### src/rtl/qpsk_sync_pkg.sv
// Shared types, width helpers and the pending-correction merge rule for the
// QPSK bit-synchroniser control/divide stage.
package qpsk_sync_pkg;

    typedef enum logic [1:0] {
        CORR_NONE = 2'd0,
        CORR_ADV  = 2'd1,
        CORR_RET  = 2'd2
    } corr_t;

    localparam int DIV_N_DEF  = 32;
    localparam int FILT_N_DEF = 4;
    localparam int LOCK_N_DEF = 16;

    // Counter must hold DIV_N itself (the stretched RET period).
    function automatic int cnt_width(input int div_n);
        return $clog2(div_n + 1);
    endfunction

    // Signed accumulator must reach +/-filt_n.
    function automatic int acc_width(input int filt_n);
        return $clog2(filt_n + 1) + 1;
    endfunction

    function automatic int lock_width(input int lock_n);
        return $clog2(lock_n + 1);
    endfunction

    localparam int CNT_W_DEF  = cnt_width(DIV_N_DEF);
    localparam int ACC_W_DEF  = acc_width(FILT_N_DEF);
    localparam int LOCK_W_DEF = lock_width(LOCK_N_DEF);

    // One-slot merge: latch into an empty slot, drop duplicates, opposite kinds cancel.
    function automatic corr_t corr_merge(input corr_t slot, input corr_t req);
        corr_t res;
        res = slot;
        case (req)
            CORR_ADV, CORR_RET: begin
                if (slot == CORR_NONE) begin
                    res = req;
                end else if (slot == req) begin
                    res = slot;
                end else begin
                    res = CORR_NONE;
                end
            end
            default: res = slot;
        endcase
        return res;
    endfunction

endpackage

### src/rtl/bitsync_ctrl_div_rw_filter.sv
// Random-walk filter: integrates lead/lag pulses and emits a registered one-cycle
// advance/retard request whenever the accumulator reaches the threshold.
module rw_filter
    import qpsk_sync_pkg::*;
#(
    parameter int FILT_N = FILT_N_DEF
) (
    input  logic clk32,
    input  logic rst,
    input  logic i_pd_bef,
    input  logic i_pd_aft,
    output logic o_req_adv,
    output logic o_req_ret
);

    localparam int ACC_W = acc_width(FILT_N);
    localparam logic signed [ACC_W-1:0] ACC_MAX = ACC_W'(FILT_N);
    localparam logic signed [ACC_W-1:0] ACC_MIN = ACC_W'(-FILT_N);
    localparam logic signed [ACC_W-1:0] ACC_ONE = ACC_W'(1);

    logic signed [ACC_W-1:0] r_acc;
    logic signed [ACC_W-1:0] w_acc_step;
    logic signed [ACC_W-1:0] w_acc_next;
    logic                    w_hit_ret;
    logic                    w_hit_adv;
    logic                    r_req_adv;
    logic                    r_req_ret;

    // Step the walk; a threshold hit clears the accumulator in the same cycle.
    always_comb begin
        w_acc_step = r_acc;
        w_acc_next = r_acc;
        if (i_pd_bef && !i_pd_aft) begin
            w_acc_step = r_acc + ACC_ONE;
        end else if (!i_pd_bef && i_pd_aft) begin
            w_acc_step = r_acc - ACC_ONE;
        end else begin
            w_acc_step = r_acc;
        end
        w_hit_ret = (w_acc_step == ACC_MAX);
        w_hit_adv = (w_acc_step == ACC_MIN);
        if (w_hit_ret || w_hit_adv) begin
            w_acc_next = '0;
        end else begin
            w_acc_next = w_acc_step;
        end
    end

    // Accumulator and request registers.
    always_ff @(posedge clk32 or posedge rst) begin
        if (rst) begin
            r_acc     <= '0;
            r_req_adv <= 1'b0;
            r_req_ret <= 1'b0;
        end else begin
            r_acc     <= w_acc_next;
            r_req_adv <= w_hit_adv;
            r_req_ret <= w_hit_ret;
        end
    end

    assign o_req_adv = r_req_adv;
    assign o_req_ret = r_req_ret;

endmodule

### src/rtl/bitsync_ctrl_div.sv
// DPLL control/divide stage: filtered phase corrections stretch or shorten the
// symbol period by one clk32 cycle; decodes the I/Q sync clocks, strobe and lock.
module bitsync_ctrl_div
    import qpsk_sync_pkg::*;
#(
    parameter int DIV_N  = DIV_N_DEF,
    parameter int FILT_N = FILT_N_DEF,
    parameter int LOCK_N = LOCK_N_DEF
) (
    input  logic clk32,
    input  logic rst,
    input  logic pd_bef,
    input  logic pd_aft,
    output logic clk_i,
    output logic clk_q,
    output logic sym_stb,
    output logic locked
);

    localparam int CNT_W  = cnt_width(DIV_N);
    localparam int LOCK_W = lock_width(LOCK_N);

    localparam logic [CNT_W-1:0]  CNT_NOM  = CNT_W'(DIV_N - 1);
    localparam logic [CNT_W-1:0]  CNT_RET  = CNT_W'(DIV_N);
    localparam logic [CNT_W-1:0]  CNT_ADV  = CNT_W'(DIV_N - 2);
    localparam logic [CNT_W-1:0]  CNT_HALF = CNT_W'(DIV_N / 2);
    localparam logic [CNT_W-1:0]  CNT_QTR  = CNT_W'(DIV_N / 4);
    localparam logic [CNT_W-1:0]  CNT_Q3   = CNT_W'((3 * DIV_N) / 4);
    localparam logic [CNT_W-1:0]  CNT_ONE  = CNT_W'(1);
    localparam logic [LOCK_W-1:0] LOCK_MAX = LOCK_W'(LOCK_N);
    localparam logic [LOCK_W-1:0] LOCK_ONE = LOCK_W'(1);

    logic              w_req_adv;
    logic              w_req_ret;
    corr_t             w_req;
    corr_t             r_pending;
    corr_t             w_pending_next;
    logic [CNT_W-1:0]  r_cnt;
    logic [CNT_W-1:0]  w_cnt_next;
    logic [CNT_W-1:0]  w_wrap_pt;
    logic              w_wrap;
    logic [LOCK_W-1:0] r_lock_cnt;
    logic [LOCK_W-1:0] w_lock_next;
    logic              r_clk_i;
    logic              r_clk_q;
    logic              r_sym_stb;
    logic              r_locked;

    rw_filter #(
        .FILT_N (FILT_N)
    ) u_rw_filter (
        .clk32     (clk32),
        .rst       (rst),
        .i_pd_bef  (pd_bef),
        .i_pd_aft  (pd_aft),
        .o_req_adv (w_req_adv),
        .o_req_ret (w_req_ret)
    );

    // Wrap point follows the slot; on the wrap cycle the slot is replaced by any
    // fresh request so it lands in the following period.
    always_comb begin
        w_req          = CORR_NONE;
        w_wrap_pt      = CNT_NOM;
        w_cnt_next     = r_cnt;
        w_pending_next = r_pending;
        w_lock_next    = r_lock_cnt;
        if (w_req_ret && !w_req_adv) begin
            w_req = CORR_RET;
        end else if (w_req_adv && !w_req_ret) begin
            w_req = CORR_ADV;
        end else begin
            w_req = CORR_NONE;
        end
        case (r_pending)
            CORR_RET: w_wrap_pt = CNT_RET;
            CORR_ADV: w_wrap_pt = CNT_ADV;
            default:  w_wrap_pt = CNT_NOM;
        endcase
        w_wrap = (r_cnt == w_wrap_pt);
        if (w_wrap) begin
            w_cnt_next     = '0;
            w_pending_next = w_req;
            if (r_pending != CORR_NONE) begin
                w_lock_next = '0;
            end else if (r_lock_cnt == LOCK_MAX) begin
                w_lock_next = r_lock_cnt;
            end else begin
                w_lock_next = r_lock_cnt + LOCK_ONE;
            end
        end else begin
            w_cnt_next     = r_cnt + CNT_ONE;
            w_pending_next = corr_merge(r_pending, w_req);
            w_lock_next    = r_lock_cnt;
        end
    end

    // Phase counter, correction slot and lock counter.
    always_ff @(posedge clk32 or posedge rst) begin
        if (rst) begin
            r_cnt      <= '0;
            r_pending  <= CORR_NONE;
            r_lock_cnt <= '0;
        end else begin
            r_cnt      <= w_cnt_next;
            r_pending  <= w_pending_next;
            r_lock_cnt <= w_lock_next;
        end
    end

    // Output decode, one cycle behind the counter; count DIV_N decodes low on both clocks.
    always_ff @(posedge clk32 or posedge rst) begin
        if (rst) begin
            r_clk_i   <= 1'b0;
            r_clk_q   <= 1'b0;
            r_sym_stb <= 1'b0;
            r_locked  <= 1'b0;
        end else begin
            r_clk_i   <= (r_cnt < CNT_HALF);
            r_clk_q   <= (r_cnt >= CNT_QTR) && (r_cnt < CNT_Q3);
            r_sym_stb <= (r_cnt == '0);
            r_locked  <= (r_lock_cnt == LOCK_MAX);
        end
    end

    assign clk_i   = r_clk_i;
    assign clk_q   = r_clk_q;
    assign sym_stb = r_sym_stb;
    assign locked  = r_locked;

endmodule

### config.mk
export PLATFORM = sky130hd
export DESIGN_NAME = bitsync_ctrl_div
export DESIGN_NICKNAME = d
export VERILOG_FILES = /design/src/rtl/qpsk_sync_pkg.sv /design/src/rtl/bitsync_ctrl_div_rw_filter.sv /design/src/rtl/bitsync_ctrl_div.sv
export SDC_FILE = /design/constraint.sdc
export NUM_CORES = 1
export LEC_CHECK = 0
export CAP_MARGIN = 5
export CELL_PAD_IN_SITES_DETAIL_PLACEMENT = 1
export CELL_PAD_IN_SITES_GLOBAL_PLACEMENT = 1
export CORE_ASPECT_RATIO = 0.6
export CORE_MARGIN = 4
export CORE_UTILIZATION = 40
export CTS_CLUSTER_SIZE = 20
export DETAILED_ROUTE_END_ITERATION = 10
export GPL_TIMING_DRIVEN = 0
export PLACE_DENSITY = 0.65
export SLEW_MARGIN = 40
export SYNTH_ARGS = -nofsm -noshare
export SYNTH_HDL_FRONTEND = slang
export SYNTH_SLANG_ARGS = --single-unit
### constraint.sdc
create_clock -name clk32 -period 3.7 [get_ports clk32]
set_input_delay 0.925 -clock clk32 [delete_from_list [all_inputs] [get_ports clk32]]
set_output_delay 0.925 -clock clk32 [all_outputs]
set_load 0.005 [all_outputs]
**Word level (Yosys, flattened, before mapping)**

Cells that the tools add are included.

- Add/subtract/negate cells: 4
- $mul: 0
- Div/mod/pow operators: 0
- Magnitude comparators: 3
- Equal/unequal tests: 11
- Shifts and indexed selects: 0
- Multiplexer cells: 13
- Bitwise gates (word level): 0
- Reductions and logical operators: 17

Operator list:

| operator | number |
|---|---|
| 6-bit by 5-bit less-than comparator with 1-bit output, second input constant | 2 |
| 4-bit 2-to-1 mux | 3 |
| 6-bit one-hot mux with 2 select lines | 1 |
| 2-bit 2-to-1 mux | 5 |
| 5-bit 2-to-1 mux | 2 |
| 6-bit by 1-bit adder with 6-bit output, second input constant | 1 |
| 6-bit equality test | 1 |
| 6-bit by 4-bit >= comparator with 1-bit output, second input constant | 1 |
| 6-bit zero test | 1 |
| 6-bit 2-to-1 mux | 1 |
| 5-bit by 1-bit adder with 5-bit output, second input constant | 1 |
| 5-bit equality test, second input constant | 1 |
| 1-bit logical AND | 5 |
| 4-bit by 2-bit adder with 4-bit output, second input constant | 1 |
| 2-bit by 1-bit equality test with 1-bit output, second input constant | 2 |
| 2-bit equality test, second input constant | 2 |
| 4-bit by 3-bit equality test with 1-bit output, second input constant | 1 |
| 4-bit equality test, second input constant | 1 |
| 1-bit zero test | 4 |
| 2-bit AND reduction | 2 |
| 2-bit nonzero test | 2 |
| 4-bit by 2-bit subtractor with 4-bit output, second input constant | 1 |
| 3-bit inequality test, second input constant | 1 |
| 2-bit equality test | 1 |
| 5 further kinds | 5 |

- Register bits after elaboration: 23
- Latch bits: 0
- Memory bits (writable): 0
- ROM bits: 0
- Input port bits: 4
- Output and inout port bits: 4
- Word-level logic and storage cells: 58
- Memories: 0

**Depth between registers and ports, before layout**

Gate-level depths: netlist (run 1).

- Word-level depth: 9
- Gate-level depth with buffers: 6

**Cells and area by module**

A second synthesis (run 1) with hierarchy kept.

- Cell total of the unflattened synthesis: 130
- Area, all modules: 1,353.8 um^2

Modules (own cells, without submodules):

| module | times used | cells each | area an instance (um^2) | seq. area each (um^2) |
|---|---|---|---|---|
| bitsync_ctrl_div | 1 | 91 | 970.9 | 425.4 |
| rw_filter | 1 | 39 | 382.9 | 150.1 |

**Worst setup path after synthesis (run 1)**

No wires, ideal clock.

- Path type: in2reg
- Start point: input port pd_bef
- End point: register u_rw_filter.r_req_adv, in the netlist u_rw_filter.o_req_adv
- Setup time: 0.120 ns
- Data arrival time: 1.815 ns
- Required time: 3.580 ns
- Slack: 1.765 ns
- Stages: 5
- Buffers on the path: 1
- Path through: buf_2 > and4b_1 > a22oi_1 > xor2_1 > and3b_1

- Longest elaborated chain between the ends: 5

RTL lines:

| what | RTL line | text |
|---|---|---|
| from (decl) | bitsync_ctrl_div.sv:12 | `input logic pd_bef,` |
| 1-bit zero test | bitsync_ctrl_div_rw_filter.sv:35 | `end else if (!i_pd_bef && i_pd_aft) begin` |
| 1-bit logical AND | bitsync_ctrl_div_rw_filter.sv:35 |  |
| 4-bit 2-to-1 mux | bitsync_ctrl_div_rw_filter.sv:35 |  |
| 4-bit 2-to-1 mux (*) | bitsync_ctrl_div_rw_filter.sv:33 | `if (i_pd_bef && !i_pd_aft) begin` |
| 4-bit by 3-bit equality test with 1-bit output (*) | bitsync_ctrl_div_rw_filter.sv:41 | `w_hit_adv = (w_acc_step == ACC_MIN);` |
| via u_rw_filter.w_hit_adv | bitsync_ctrl_div_rw_filter.sv:25 | `logic w_hit_adv;` |
| to (signal assigned) | bitsync_ctrl_div_rw_filter.sv:57 | `r_req_adv <= w_hit_adv;` |
| to (decl) | bitsync_ctrl_div_rw_filter.sv:26 | `logic r_req_adv;` |

Mark *: on every way through the listed nets, which the timed path passes. The rest lies on a longest branch.
A chain may end at the register's enable or synchronous reset.

**Final worst setup path (run 1)**

- Start point: register r_clk_q, in the netlist clk_q
- End point: output port clk_q

RTL lines:

| what | RTL line | text |
|---|---|---|
| from (decl) | bitsync_ctrl_div.sv:45 | `logic r_clk_q;` |
| from (signal assigned) | bitsync_ctrl_div.sv:120 | `r_clk_q <= (r_cnt >= CNT_QTR) && (r_cnt < CNT_Q3);` |
| to (decl) | bitsync_ctrl_div.sv:15 | `output logic clk_q,` |

No word-level cell between the ends.

==> results.yml, run 1 <==
synth:
  synth_fp_nets: 142
  ys_seq_area_frac: 0.431
  synth-edff-count: 0
  syn_avg_cell_area_sq_um: 10.4
  ys_types: 38
  async_flop_share: 1.00
  syn_area_sq_um: 1340
  ys.flop_type: "dfrtp_1"
  ys_ff_latch: 23
  syn_inst: 128
  yosysWarnings: 0
sta:
  min_period_ns: 2.03
  rsz0062_at_grt: "false"
  max_slew_margin: 0.562
  skew_ns: 0.00411
  hold_violations: 0
  worst_pin_slew_ns: 0.652
  final_max_slew_viol_count: 0
  fin_crit_sh: 0.549
  setup_tns_ns: 0
  clock.fmax_ghz: 0.493
  setup-violations-final: 0
power:
  p_leak_nw: 0.722
  pwr-share-comb: 0.473
  switchingPower_w: 0.000470
  power_density_nw_per_um2: 748
  power_frac_seq: 0.386
  pwr-share-clk: 0.141
  power_w: 0.00111
  irDropWorstVdd_mv: 0.246
  p_int_w: 0.000639
  p_sw_frac: 0.424
cells_and_area:
  final_core_util: 0.491
  post_route_cells_drive_above_1_share: 0.117
  syn_to_final_growth_pct: 11.0
  antenna_cells: 0
  fin_area_sq_um: 1480
  finalNonFillerCells: 179
  final_common_cell: "dfrtp_1"
  final_cell_mix: "dfrtp_1 (23), inv_1 (12), ha_1 (10)"
  nets: 152
min_path:
  min_from: "r_cnt[5]"
  hold_depth: 1
  hold_end: "clk_q"
  hold_path.class: "reg -> reg"
outcome:
  outcome: "finished, final reports clean"
die:
  start_util: 0.442
  die_h_microns: 52.8
  design.die.area_sq_um: 4360
  ios: 8
  fp.coreArea_sq_um: 3020
  core.rowCount: 15
  dieWidth_microns: 82.6
clock_network:
  ctsResizeCount: 0
  htree_num_levels: 1
  clock_latency_ns: 0.27
  cts.sinks: 23
  hold_buffers: 0
  cts_tree: "yes"
  numCtsBuffers: 3
  clkTransAtPathRegs_ns: 0.08
  root_buffer: "clkbuf_8"
  postCtsSetupBuffers: 0
  cts_max_path_buffers: 2
drt:
  dr.pass1.iters: 4
  ant_nets: 0
  viasPerCell: 5.34
  drtIter0Drc: 26
  wl_per_cell_microns: 16.0
  wl_microns: 2870
  vias: 955
  drc_errors: 0
critical_path:
  crit_fanout: 1
  path_cells: "clkdlybuf4s50_1"
  worstPathArrival_ns: 1.10
  slowest_stage: "clkdlybuf4s50_1"
  critPathRequiredTime_ns: 2.77
  rr_endpoint: "r_pending[1]"
  crit_path_start_kind: "flop"
  end_kind: "output port"
  critical-path-top-delay-family: "buffers and inverters"
  reg2regPathDepth: 5
  rr_startpoint: "r_pending[1]"
  r2r_slack_ns: 1.81
  critPathKind: "reg -> out"
  slowest_delay_ns: 0.51
  path_buf_inv: 1
global_routing:
  track_usage: 0.153
  grt_max_degree: 24
  antenna_found_initial: 0
  grt_pass1_vias: 992
  grt_overflow: 0
  grt_pass1_wl_microns: 4910
placed_design:
  place_inst: 175
  place_area_sq_um: 1440
  numPortBuffers: 5
  place_congestion: 0.771
  dp_hpwl_microns: 2220
flow_run:
  max-cap-violations: 0
[cell families (layout without fill, tap and decap cells)]
| kind of cell | Yosys count | after routing | share of synthesized area |
|---|---|---|---|
| fa+ha+maj | 10 | 10 | 0.0936 |
| compound gates | 22 | 22 | 0.125 |
| flops | 23 | 23 | 0.431 |
| simple gates | 42 | 42 | 0.199 |
| xor+xnor | 13 | 13 | 0.0852 |
| buf+inv | 16 | 25 | 0.0496 |
| mux | 2 | 2 | 0.0159 |
[power by group through the flow]
stage	clock [W]	combinational (W)	sequential, W
after detailed placement	0	0.000524	0.000431
after floorplan	0	0.000393	0.000408
after CTS	0.000165	0.000531	0.000426
after global routing	0.000177	0.000596	0.000440
final	0.000157	0.000525	0.000428
after global placement	0	0.000500	0.000426
[layer usage]
layer  up-vias  global-route usage  part of all wire
met1       476               0.218              0.55
met4         0              0.0326            0.0073
met2        12               0.226              0.41
li1        463                   -                 -
met3         4              0.0464             0.033
met5         -                   0                 0
[Yosys cell counts, types with 2 or more instances]
library cell	instances	area [sq um]
o31ai_1	2	15.0
and3_1	2	12.5
inv_1	13	48.8
and3b_1	2	17.5
nand3_1	9	45.0
nor2b_1	3	18.8
a211oi_1	2	15.0
a21oi_1	5	25.0
nor2_1	9	33.8
and4bb_2	2	25.0
xnor2_1	6	52.6
nor3_1	2	10.0
xor2_1	7	61.3
o21ai_0	4	20.0
a21o_1	2	15.0
ha_1	10	125
nand2_1	4	15.0
nor3b_1	2	15.0
dfrtp_1	23	576
[metrics by stage]
stage	hold WS, ns	setup slack [ns]
2_1_floorplan	0.473	1.77
3_3_place_gp	0.508	1.62
4_1_cts	0.545	1.64
3_5_place_dp	0.534	1.67
5_1_grt	0.563	1.62
6_report	0.541	1.67
[final cells by class]
class	count	area, sq um
Buffer	3	17.5
Timing Repair Buffer	5	50.0
Tap cell	42	52.6
Inverter	13	48.8
Sequential cell	23	576
Multi-Input combinational cell	89	694
Fill cell	331	1540
Clock buffer	4	45.0
[sequential cells by signal (all words and copies together) (netlist names), 2 cells and up]
| name | flops |
|---|---|
| r_cnt | 6 |
| r_lock_cnt | 5 |
| r_pending | 2 |
| u_rw_filter.r_acc | 4 |
[how the worst max path moves through the flow]
stage / endpoint / from / depth (start not counted)
final: clk_q / clk_q / 1
after global routing: clk_q / clk_q / 1
after CTS: clk_q / clk_q / 1
after detailed placement: u_rw_filter.o_req_adv / pd_bef / 5
after global placement: r_lock_cnt[2] / rst / 2
after floorplan: u_rw_filter.o_req_adv / pd_bef / 5
[worst register-to-register path, cell delays in order (launching register included)]
cell     delay, ns
dfrtp_1       0.41
inv_1         0.09
ha_1          0.33
xnor2_1       0.55
o22ai_1       0.19
a21o_1        0.22
(Power assumes the default switching activity.)
==> run 2, diff against run 1 <==
clock period = 1.9 ns   (was 3.7 ns; I/O delays follow)
==> run 2 against run 1 <==
- setup slack worse by 1.5 ns
- flip-flop and latch count is the same
- critical path type is now reg -> reg
- global-route usage hardly changed
- register-to-register slack lost 1.6 ns
- highest routed layer unchanged
- cell area is 0.51% higher
- utilization up 0.25 points
- largest cell class unchanged
==> results.yml, run 2 (synthesized netlist as in run 1, its figures left out) <==
outcome:
  outcome: "finished, final reports clean"
global_routing:
  grt_overflow: 0
  grt_pass1_wl_microns: 4930
  antenna_found_initial: 0
  grt_pass1_vias: 994
  grt_max_degree: 24
  track_usage: 0.153
cells_and_area:
  antenna_cells: 0
  syn_to_final_growth_pct: 11.6
  final_common_cell: "dfrtp_1"
  multi_input_area_sq_um: 702
  final_cell_mix: "dfrtp_1 (23), inv_1 (12), ha_1 (10)"
  fillerInstances: 331
  post_route_cells_drive_above_1_share: 0.124
  final_core_util: 0.494
  largest_register_ffs: 6
  top_register: "r_cnt"
  seqCellArea_sq_um: 576
  largestRegisters: "r_cnt: 6 flops, r_lock_cnt: 5 flops, u_rw_filter.r_acc: 4 flops"
  nets: 152
sta:
  setup-violations-final: 0
  setup_tns_ns: 0
  final_max_slew_viol_count: 0
  min_period_ns: 1.71
  hold_violations: 0
  hold_slack_ns: 0.468
  rsz0062_at_grt: "false"
  fin_crit_sh: 0.901
  max_slew_margin: 0.670
  worst_pin_slew_ns: 0.494
  clock.fmax_ghz: 0.584
  skew_ns: 0.00310
power:
  p_int_w: 0.00126
  pwr-share-comb: 0.478
  power_density_nw_per_um2: 1460
  power_frac_seq: 0.383
  irDropWorstVdd_mv: 0.480
  switchingPower_w: 0.000918
  pwr-share-clk: 0.139
  p_leak_nw: 0.730
  p_sw_frac: 0.422
drt:
  top_layer: "met4"
  viasPerCell: 5.37
  dr.pass1.iters: 4
  wl_met2_microns: 1200
  routed-wl-met3_microns: 93
  wl_met1_microns: 1550
  wl_per_cell_microns: 16.0
  vias: 962
  wl_microns: 2870
  ant_nets: 0
  drc_errors: 0
  drtIter0Drc: 39
die:
  dieWidth_microns: 82.6
  design.die.area_sq_um: 4360
  ios: 8
  core.rowCount: 15
  die_h_microns: 52.8
  fp.coreArea_sq_um: 3020
  start_util: 0.442
critical_path:
  critPathRequiredTime_ns: 2.06
  worstPathArrival_ns: 1.87
  critPathKind: "reg -> reg"
  crit_fanout: 5
  crit_path_start_kind: "flop"
  end_kind: "flop"
clock_network:
  htree_num_levels: 1
  clkTransAtPathRegs_ns: 0.08
  cts.sinks: 23
  hold_buffers: 0
  root_buffer: "clkbuf_8"
  clock_latency_ns: 0.26
  cts_tree: "yes"
  postCtsSetupBuffers: 0
  cts_max_path_buffers: 2
  numCtsBuffers: 3
placed_design:
  dp_hpwl_microns: 2220
  place_congestion: 0.771
  numPortBuffers: 5
min_path:
  hold_path.class: "in -> reg"
flow_run:
  max-cap-violations: 0
==> run 2: cell counts in the layout (fill, tap and decap cells not counted) <==
Identical to the previous run, type by type.
==> run 2: per-layer routing <==
metal  global-route usage  vias up
li1                     -      461
met1                0.219      482
met2                0.226       15
met3               0.0464        4
met4               0.0326        0
met5                    0        -
==> run 2: timing repair <==
action	CTS	global route
endpoints found under the hold margin	0	0
gates resized for setup	1	0
endpoints found under the setup margin	1	0
==> run 2: worst paths after layout <==
check	depth (start not counted)	endpoint	slack, ns	startpoint
setup / recovery	5	r_lock_cnt[2]	0.19	r_pending[1]
hold / removal	2	u_rw_filter.r_acc[1]	0.47	pd_aft
setup reg to reg	5	r_lock_cnt[2]	0.19	r_pending[1]
hold reg to reg	1	clk_q	0.54	r_cnt[5]
max in group asynchronous	2	r_pending[0]	1.01	rst
min in group asynchronous	2	r_cnt[1]	0.56	rst
==> run 2: layout make-up <==
class,instances,share of cell area
Clock buffer,4,0.0302
Timing Repair Buffer,5,0.0336
Inverter,13,0.0327
Tap cell,42,0.0352
Buffer,3,0.0117
Sequential cell,23,0.386
Multi-Input combinational cell,89,0.471
==> run 2: power groups by stage <==
| stage | clock network (W) | registers, W | logic, W |
|---|---|---|---|
| 2_1_floorplan | 0 | 0.000795 | 0.000765 |
| 3_3_place_gp | 0 | 0.000830 | 0.000974 |
| 3_5_place_dp | 0 | 0.000840 | 0.00102 |
| 4_1_cts | 0.000322 | 0.000830 | 0.00105 |
| 5_1_grt | 0.000345 | 0.000856 | 0.00118 |
| 6_report | 0.000303 | 0.000833 | 0.00104 |
==> run 2: worst max-delay path, cell delays in order (launching register included) <==
cell     delay [ns]
dfrtp_1        0.41
inv_1          0.09
ha_1           0.36
xor2_1         0.37
a31oi_1        0.15
a31o_2         0.23
==> run 2: metrics by stage <==
step | area, sq um | instances | power (W) | setup slack, ns
4_1_cts | 1490 | 179 | 0.00221 | 0.179
6_report | 1490 | 179 | 0.00218 | 0.189
5_1_grt | 1490 | 179 | 0.00238 | 0.00991
3_3_place_gp | 1440 | 175 | 0.00180 | 0.112
2_1_floorplan | 1340 | 128 | 0.00156 | 0.309
3_5_place_dp | 1440 | 175 | 0.00186 | 0.0421
